`src/rtl/lsu_pkg.sv`:
```
// Shared encodings for the data-memory load/store unit: access sizes, FSM states
// and the alignment check used by both the request path and the bench-facing top.
package lsu_pkg;

   localparam logic [1:0] SZ_B = 2'b00;
   localparam logic [1:0] SZ_H = 2'b01;
   localparam logic [1:0] SZ_W = 2'b10;

   typedef enum logic [2:0] {
      ST_IDLE    = 3'd0,
      ST_RD_WAIT = 3'd1,
      ST_RESP    = 3'd2,
      ST_SLEEP   = 3'd3,
      ST_WAKE    = 3'd4
   } lsu_state_t;

   // Size 2'b11 has no legal encoding, so it is reported like a misaligned access.
   function automatic logic is_misaligned(input logic [1:0] size, input logic [1:0] lo);
      logic w_bad;
      w_bad = 1'b0;
      case (size)
         SZ_B:    w_bad = 1'b0;
         SZ_H:    w_bad = lo[0];
         SZ_W:    w_bad = (lo != 2'b00);
         default: w_bad = 1'b1;
      endcase
      return w_bad;
   endfunction

endpackage

```
`src/rtl/lsu_load_align.sv`:
```
// Combinational load-data alignment: picks the addressed byte/half lane of the
// memory word and sign- or zero-extends it to 32 bits.
module lsu_load_align
   import lsu_pkg::*;
(
   input  logic [31:0] i_rdata,
   input  logic [1:0]  i_size,
   input  logic        i_unsigned,
   input  logic [1:0]  i_addr_lo,
   output logic [31:0] o_data
);

   logic [7:0]  w_byte;
   logic [15:0] w_half;

   always_comb begin
      w_byte = 8'h00;
      case (i_addr_lo)
         2'd0: w_byte = i_rdata[7:0];
         2'd1: w_byte = i_rdata[15:8];
         2'd2: w_byte = i_rdata[23:16];
         default: w_byte = i_rdata[31:24];
      endcase
      w_half = i_addr_lo[1] ? i_rdata[31:16] : i_rdata[15:0];
   end

   always_comb begin
      o_data = i_rdata;
      case (i_size)
         SZ_B: o_data = {{24{w_byte[7] & ~i_unsigned}}, w_byte};
         SZ_H: o_data = {{16{w_half[15] & ~i_unsigned}}, w_half};
         default: o_data = i_rdata;
      endcase
   end

endmodule

```
`src/rtl/lsu_dmem_master.sv`:
```
// CPU-side load/store initiator for the SPRAM data memory: lane steering, one
// outstanding access, load extension and standby/wake sequencing of the memory.
module lsu_dmem_master
   import lsu_pkg::*;
#(
   parameter int WAKE_CYCLES = 1
)(
   input  logic        clk,
   input  logic        rst_n,
   input  logic        req_valid,
   output logic        req_ready,
   input  logic        req_we,
   input  logic [1:0]  req_size,
   input  logic        req_unsigned,
   input  logic [31:0] req_addr,
   input  logic [31:0] req_wdata,
   output logic        resp_valid,
   output logic [31:0] resp_rdata,
   output logic        resp_err,
   input  logic        cpu_wfi,
   output logic [31:0] addr,
   output logic [31:0] write_data,
   output logic        memwrite,
   output logic        memread,
   output logic [3:0]  sign_mask,
   output logic        wfi,
   input  logic [31:0] read_data
);

   localparam int WCW = (WAKE_CYCLES > 1) ? $clog2(WAKE_CYCLES) : 1;

   lsu_state_t       r_state;
   lsu_state_t       w_state_next;
   logic             r_rst_done;
   logic [31:0]      r_rdata;
   logic             r_err;
   logic             r_wfi;
   logic [1:0]       r_size;
   logic             r_unsigned;
   logic [1:0]       r_addr_lo;
   logic [WCW-1:0]   r_wake_cnt;

   logic             w_accept;
   logic             w_mis;
   logic             w_strobe;
   logic [31:0]      w_load_data;

   // r_rst_done keeps req_ready low while rst_n is asserted and for the first edge after.
   assign req_ready  = (r_state == ST_IDLE) & ~cpu_wfi & r_rst_done;
   assign w_accept   = req_valid & req_ready;
   assign w_mis      = is_misaligned(req_size, req_addr[1:0]);
   assign w_strobe   = w_accept & ~w_mis;

   assign memwrite   = w_strobe & req_we;
   assign memread    = w_strobe & ~req_we;
   assign addr       = w_strobe ? req_addr : 32'h0;
   assign wfi        = r_wfi;

   assign resp_valid = (r_state == ST_RESP);
   assign resp_err   = resp_valid & r_err;
   assign resp_rdata = resp_valid ? r_rdata : 32'h0;

   always_comb begin
      sign_mask  = 4'b0000;
      write_data = 32'h0;
      if (w_strobe) begin
         case (req_size)
            SZ_B: sign_mask = 4'b0001 << req_addr[1:0];
            SZ_H: sign_mask = 4'b0011 << {req_addr[1], 1'b0};
            default: sign_mask = 4'b1111;
         endcase
      end
      if (memwrite) begin
         case (req_size)
            SZ_B: write_data = {4{req_wdata[7:0]}};
            SZ_H: write_data = {2{req_wdata[15:0]}};
            default: write_data = req_wdata;
         endcase
      end
   end

   lsu_load_align u_load_align (
      .i_rdata    (read_data),
      .i_size     (r_size),
      .i_unsigned (r_unsigned),
      .i_addr_lo  (r_addr_lo),
      .o_data     (w_load_data)
   );

   always_comb begin
      w_state_next = r_state;
      case (r_state)
         ST_IDLE: begin
            if (w_accept)
               w_state_next = (w_mis | req_we) ? ST_RESP : ST_RD_WAIT;
            else if (cpu_wfi && r_rst_done)
               w_state_next = ST_SLEEP;
         end
         ST_RD_WAIT: w_state_next = ST_RESP;
         ST_RESP:    w_state_next = cpu_wfi ? ST_SLEEP : ST_IDLE;
         ST_SLEEP:   if (!cpu_wfi) w_state_next = ST_WAKE;
         ST_WAKE:    if (r_wake_cnt == '0) w_state_next = ST_IDLE;
         default:    w_state_next = ST_IDLE;
      endcase
   end

   always_ff @(posedge clk or negedge rst_n) begin
      if (!rst_n) begin
         r_state    <= ST_IDLE;
         r_rst_done <= 1'b0;
         r_rdata    <= 32'h0;
         r_err      <= 1'b0;
         r_wfi      <= 1'b0;
         r_size     <= SZ_B;
         r_unsigned <= 1'b0;
         r_addr_lo  <= 2'b00;
         r_wake_cnt <= '0;
      end else begin
         r_state    <= w_state_next;
         r_rst_done <= 1'b1;
         r_wfi      <= (w_state_next == ST_SLEEP);
         if (w_accept) begin
            r_rdata    <= 32'h0;
            r_err      <= w_mis;
            r_size     <= req_size;
            r_unsigned <= req_unsigned;
            r_addr_lo  <= req_addr[1:0];
         end else if (r_state == ST_RD_WAIT) begin
            r_rdata <= w_load_data;
         end
         // Wake counter is loaded on standby exit and counts down to the IDLE hand-off.
         if (r_state == ST_SLEEP)
            r_wake_cnt <= WCW'(WAKE_CYCLES - 1);
         else if (r_state == ST_WAKE && r_wake_cnt != '0)
            r_wake_cnt <= r_wake_cnt - WCW'(1);
      end
   end

endmodule
```
`config.mk`:
```
export PLATFORM = sky130hd
export DESIGN_NAME = lsu_dmem_master
export DESIGN_NICKNAME = d
export VERILOG_FILES = /design/src/rtl/lsu_pkg.sv /design/src/rtl/lsu_load_align.sv /design/src/rtl/lsu_dmem_master.sv
export SDC_FILE = /design/constraint.sdc
export NUM_CORES = 1
export LEC_CHECK = 0
export BUFFER_PORTS_ARGS = -buffer_cell sky130_fd_sc_hd__buf_4
export CAP_MARGIN = 20
export CORE_UTILIZATION = 40
export CTS_BUF_LIST = sky130_fd_sc_hd__clkbuf_16
export DETAILED_ROUTE_END_ITERATION = 6
export PLACE_DENSITY_LB_ADDON = 0.3
export SLEW_MARGIN = 20
export SYNTH_ARGS = -nofsm -noshare
export SYNTH_HDL_FRONTEND = slang
export SYNTH_SLANG_ARGS = --single-unit
```
`constraint.sdc`:
```
create_clock -name clk -period 3.1 [get_ports clk]
set_clock_uncertainty 0.2 [all_clocks]
set_input_delay 0.93 -clock clk [delete_from_list [all_inputs] [get_ports clk]]
set_output_delay 0.93 -clock clk [all_outputs]
set_load 0.03 [all_outputs]
```
==> reports/results.md <==
| Quantity | Reported | Unit |
| --- | --- | --- |
| Data required time at the worst endpoint | 1970 | ps |
| Count of buffer and inverter cells on the critical path | 4 | - |
| Pre-antenna DRT Iters | 4 | - |
| Clock tree from TritonCTS | yes | - |
| Routed wire length per instance | 19.1 | um |
| Top-area cell type share of the netlist area | 31.4 | % |
| Library cell used as clock root buffer | sky130_fd_sc_hd__clkbuf_16 | - |
| Layout Area Growth over Synthesis | 78.5 | % |
| Count of flip-flops with a built-in enable after synthesis | 0 | - |
| WHS | 288 | ps |
| Combined global-route utilization of all metal layers | 29.0 | % |
| Most instantiated flip-flop cell in the synthesis netlist | sky130_fd_sc_hd__dfrtp_1 | - |
| Commonest cells after routing, fill and taps aside | sky130_fd_sc_hd__buf_4, sky130_fd_sc_hd__buf_6, sky130_fd_sc_hd__dfrtp_1 | - |
| Number of buffers created by CTS | 5 | - |
| Max-cap check violation count | 0 | - |
| Final Total Pwr | 3.33 | mW |
| FF+latch count, synth | 44 | - |
| Number of antenna-violating nets in the routed design | 0 | - |
| Type of the setup path with the least slack | in -> out | - |
| Share of the core filled with cells in the final layout | 75.0 | % |
| Worst hold path class | reg -> reg | - |
| Initial core utilization | 42.0 | % |
| Crit path capture type | primary output | - |
| Violations in the final reports | negative setup slack | - |
| Number of port buffers | 209 | - |
| CTS H-tree lvls | 2 | - |
| Row Count | 33 | - |
| Power per cell area | 532 | nW/um^2 |
| Number of DRC markers after the initial detailed-route iteration | 268 | - |
| Cell with the biggest individual delay on the critical path | sky130_fd_sc_hd__or3_4 | - |
| I/O pin count | 210 | - |
| Leakage component of the power | 2.99 | nW |
| Gate count after technology mapping | 405 | - |
| Number of nets in the synthesized netlist | 509 | - |
| Hold buffers post-CTS | 0 | - |
| Crit path top cell by count | sky130_fd_sc_hd__buf_6 | - |
| Least setup slack across all paths after layout | -434 | ps |
| DPL Wire Length | 9850 | um |
| Aggregate global routing overflow | 0 | - |
| Via count of the first global-routing pass | 3951 | - |
| Clock insertion delay at the later pin of the skew report | 290 | ps |
| Delay contributed by the slowest stage of the critical path | 400 | ps |
| Number of clock sinks | 44 | - |
| Via count | 4098 | - |
| Clock transition at the register clock pins on the worst setup and hold paths after CTS | 60 | ps |
| Number of antenna violations at the first check in global routing | 0 | - |
| Number of slew-limit violations in the final report | 0 | - |
| YS warnings | 0 | - |
| Largest voltage drop on the vdd net | 0.318 | mV |
| Final standard cell count with taps included and fillers excluded | 726 | - |
| Count of antenna diodes in the layout | 0 | - |
| DIE AREA | 9140 | sq um |
| Cell count after placement | 710 | - |
| Outcome | complete, but fails checks | - |
| Fmax achieved | 283 | MHz |
| Slew margin rel. | 36.0 | % |
| Fillers | 547 | - |
| Global-route wire length before repair | 20000 | um |
| Post-synthesis cell area | 3500 | sq um |
| Startpoint Class | input pin | - |
| Chip Height | 95.6 | um |
| Worst Max-Slew Pin Slew | 960 | ps |
| Final number of hold-violating endpoints | 0 | - |
| Arrival time of data at the critical path endpoint | 2400 | ps |
| Detailed-route DRC error count | 0 | - |
| Most common cell after layout, fill and taps aside | sky130_fd_sc_hd__buf_4 | - |
| Setup repair after global routing missed its margin | yes | - |
| Fin nets | 724 | - |
| Post-synthesis cell type with the largest combined area | sky130_fd_sc_hd__dfrtp_1 | - |
| Minimum clock period after layout | 3530 | ps |
| Area of the placeable core | 8340 | sq um |
| Post-synthesis average cell area | 8.65 | sq um |
| Crit path cell chain | buf_6 -> or3_4 -> a211oi_4 -> buf_6 -> nand2_8 -> buf_12 -> nor2_4 -> buf_6 | - |
| Cell family contributing the most delay on the critical path | simple AND/OR/NAND/NOR gates | - |
| Number of vias per cell | 5.64 | - |
| Flop-to-flop setup slack | 710 | ps |
| Fraction of the yosys area taken by sequential cells | 31.4 | % |
| GPL Wtd Cong | 0.921 | - |
| Drt total wl | 13900 | um |
| Synth top area cells | sky130_fd_sc_hd__dfrtp_1, sky130_fd_sc_hd__and2_1, sky130_fd_sc_hd__a221o_1 | - |
| Horizontal extent of the die | 95.6 | um |
| Setup-violating endpoint count in the final report | 66 | - |
| Maximum net fanout on the critical path | 7 | - |
| Tcrit/Tclk final | 114 | % |
| Maximum number of pins on one net before global-route repair | 45 | - |
| Unique cell type count in the Yosys netlist | 46 | - |
| Maximum clock path buffer count | 2 | - |
| Proportion of layout cells with a drive suffix above 1 | 58.0 | % |
| FFs w/ async S/R, synth | 100 | % |
## through the flow
step	instance area (sq um)	TNS, ps	setup slack, ps
final	6260	-23640	-434
after global routing	6260	-26550	-472
after CTS	6250	-22240	-384
after detailed placement	5600	-27380	-506
after global placement	5600	-25090	-451
after floorplan	3830	-19840	-356
## cell usage after synthesis, types with 2 or more instances
master and number:
sky130_fd_sc_hd__nand2_1 13, sky130_fd_sc_hd__dfrtp_1 44, sky130_fd_sc_hd__mux2i_1 17, sky130_fd_sc_hd__o2bb2ai_1 7
sky130_fd_sc_hd__buf_4 2, sky130_fd_sc_hd__mux4_2 7, sky130_fd_sc_hd__buf_1 5, sky130_fd_sc_hd__nor2_1 32
sky130_fd_sc_hd__buf_2 5, sky130_fd_sc_hd__clkbuf_1 27, sky130_fd_sc_hd__a22o_1 9, sky130_fd_sc_hd__nand2b_1 4
sky130_fd_sc_hd__mux2_2 16, sky130_fd_sc_hd__nor3_1 11, sky130_fd_sc_hd__and3_1 9, sky130_fd_sc_hd__o21ai_0 18
sky130_fd_sc_hd__nor2b_1 2, sky130_fd_sc_hd__and2_1 66, sky130_fd_sc_hd__a21oi_1 36, sky130_fd_sc_hd__o22ai_1 8
sky130_fd_sc_hd__inv_1 20, sky130_fd_sc_hd__a221o_1 23
## routing by layer
metal  track usage (%)  wire (um)
met5                 0          0
met2              50.7       7010
met3              4.86       1110
met4              12.1        590
met1              35.3       5160
## flip-flops by register name (all words and copies together), names as in the netlist
register    flops
r_rdata        32
r_state         3
r_addr_lo       2
r_size          2
r_err           1
r_rst_done      1
r_unsigned      1
r_wake_cnt      1
wfi             1
## layout make-up
cell class	count	area [sq um]	share of cell area, %
multi-input combinational	300	2490	39.9
timing repair buffer	249	2300	36.8
sequential	44	1100	17.6
tap	105	131	2.10
clock buffer	5	125	2.00
inverter	20	77.6	1.24
clock inverter	3	23.8	0.380
## what timing repair did
item	4_1_cts	5_1_grt
setup buffers	5	0
pin swaps	5	10
gates cloned	4	1
setup endpoints to repair	66	69
resized for setup	104	4
hold endpoints to repair	0	0
## power by group
group | switching, mW | internal [mW] | total (mW)
Combinational | 0.931 | 0.849 | 1.78
Clock | 0.228 | 0.300 | 0.528
Sequential | 0.207 | 0.813 | 1.02
Total | 1.37 | 1.96 | 3.33
## cells by family after synthesis
logic type                Yosys count  share of synthesized area, %
AOI/OAI and AO/OA                 113                          23.9
xor gates and xnor gates            1                         0.250
buffers and inverters              61                          7.18
DFF                                44                          31.4
muxes                              40                          14.5
other                               1                         0.107
and+or+nand+nor                   145                          22.6
## worst paths after layout
path / startpoint / cells after the start / to
worst max-delay path: req_addr[1] / 8 / write_data[17]
worst min-delay path: r_rdata[6] / 1 / r_rdata[6]
worst max register to register: r_state[1] / 6 / r_rdata[17]
worst min register to register: r_rdata[6] / 1 / r_rdata[6]
max in group asynchronous: rst_n / 1 / r_addr_lo[1]
min in group asynchronous: rst_n / 1 / r_rdata[6]
(Power assumes the default switching activity.)
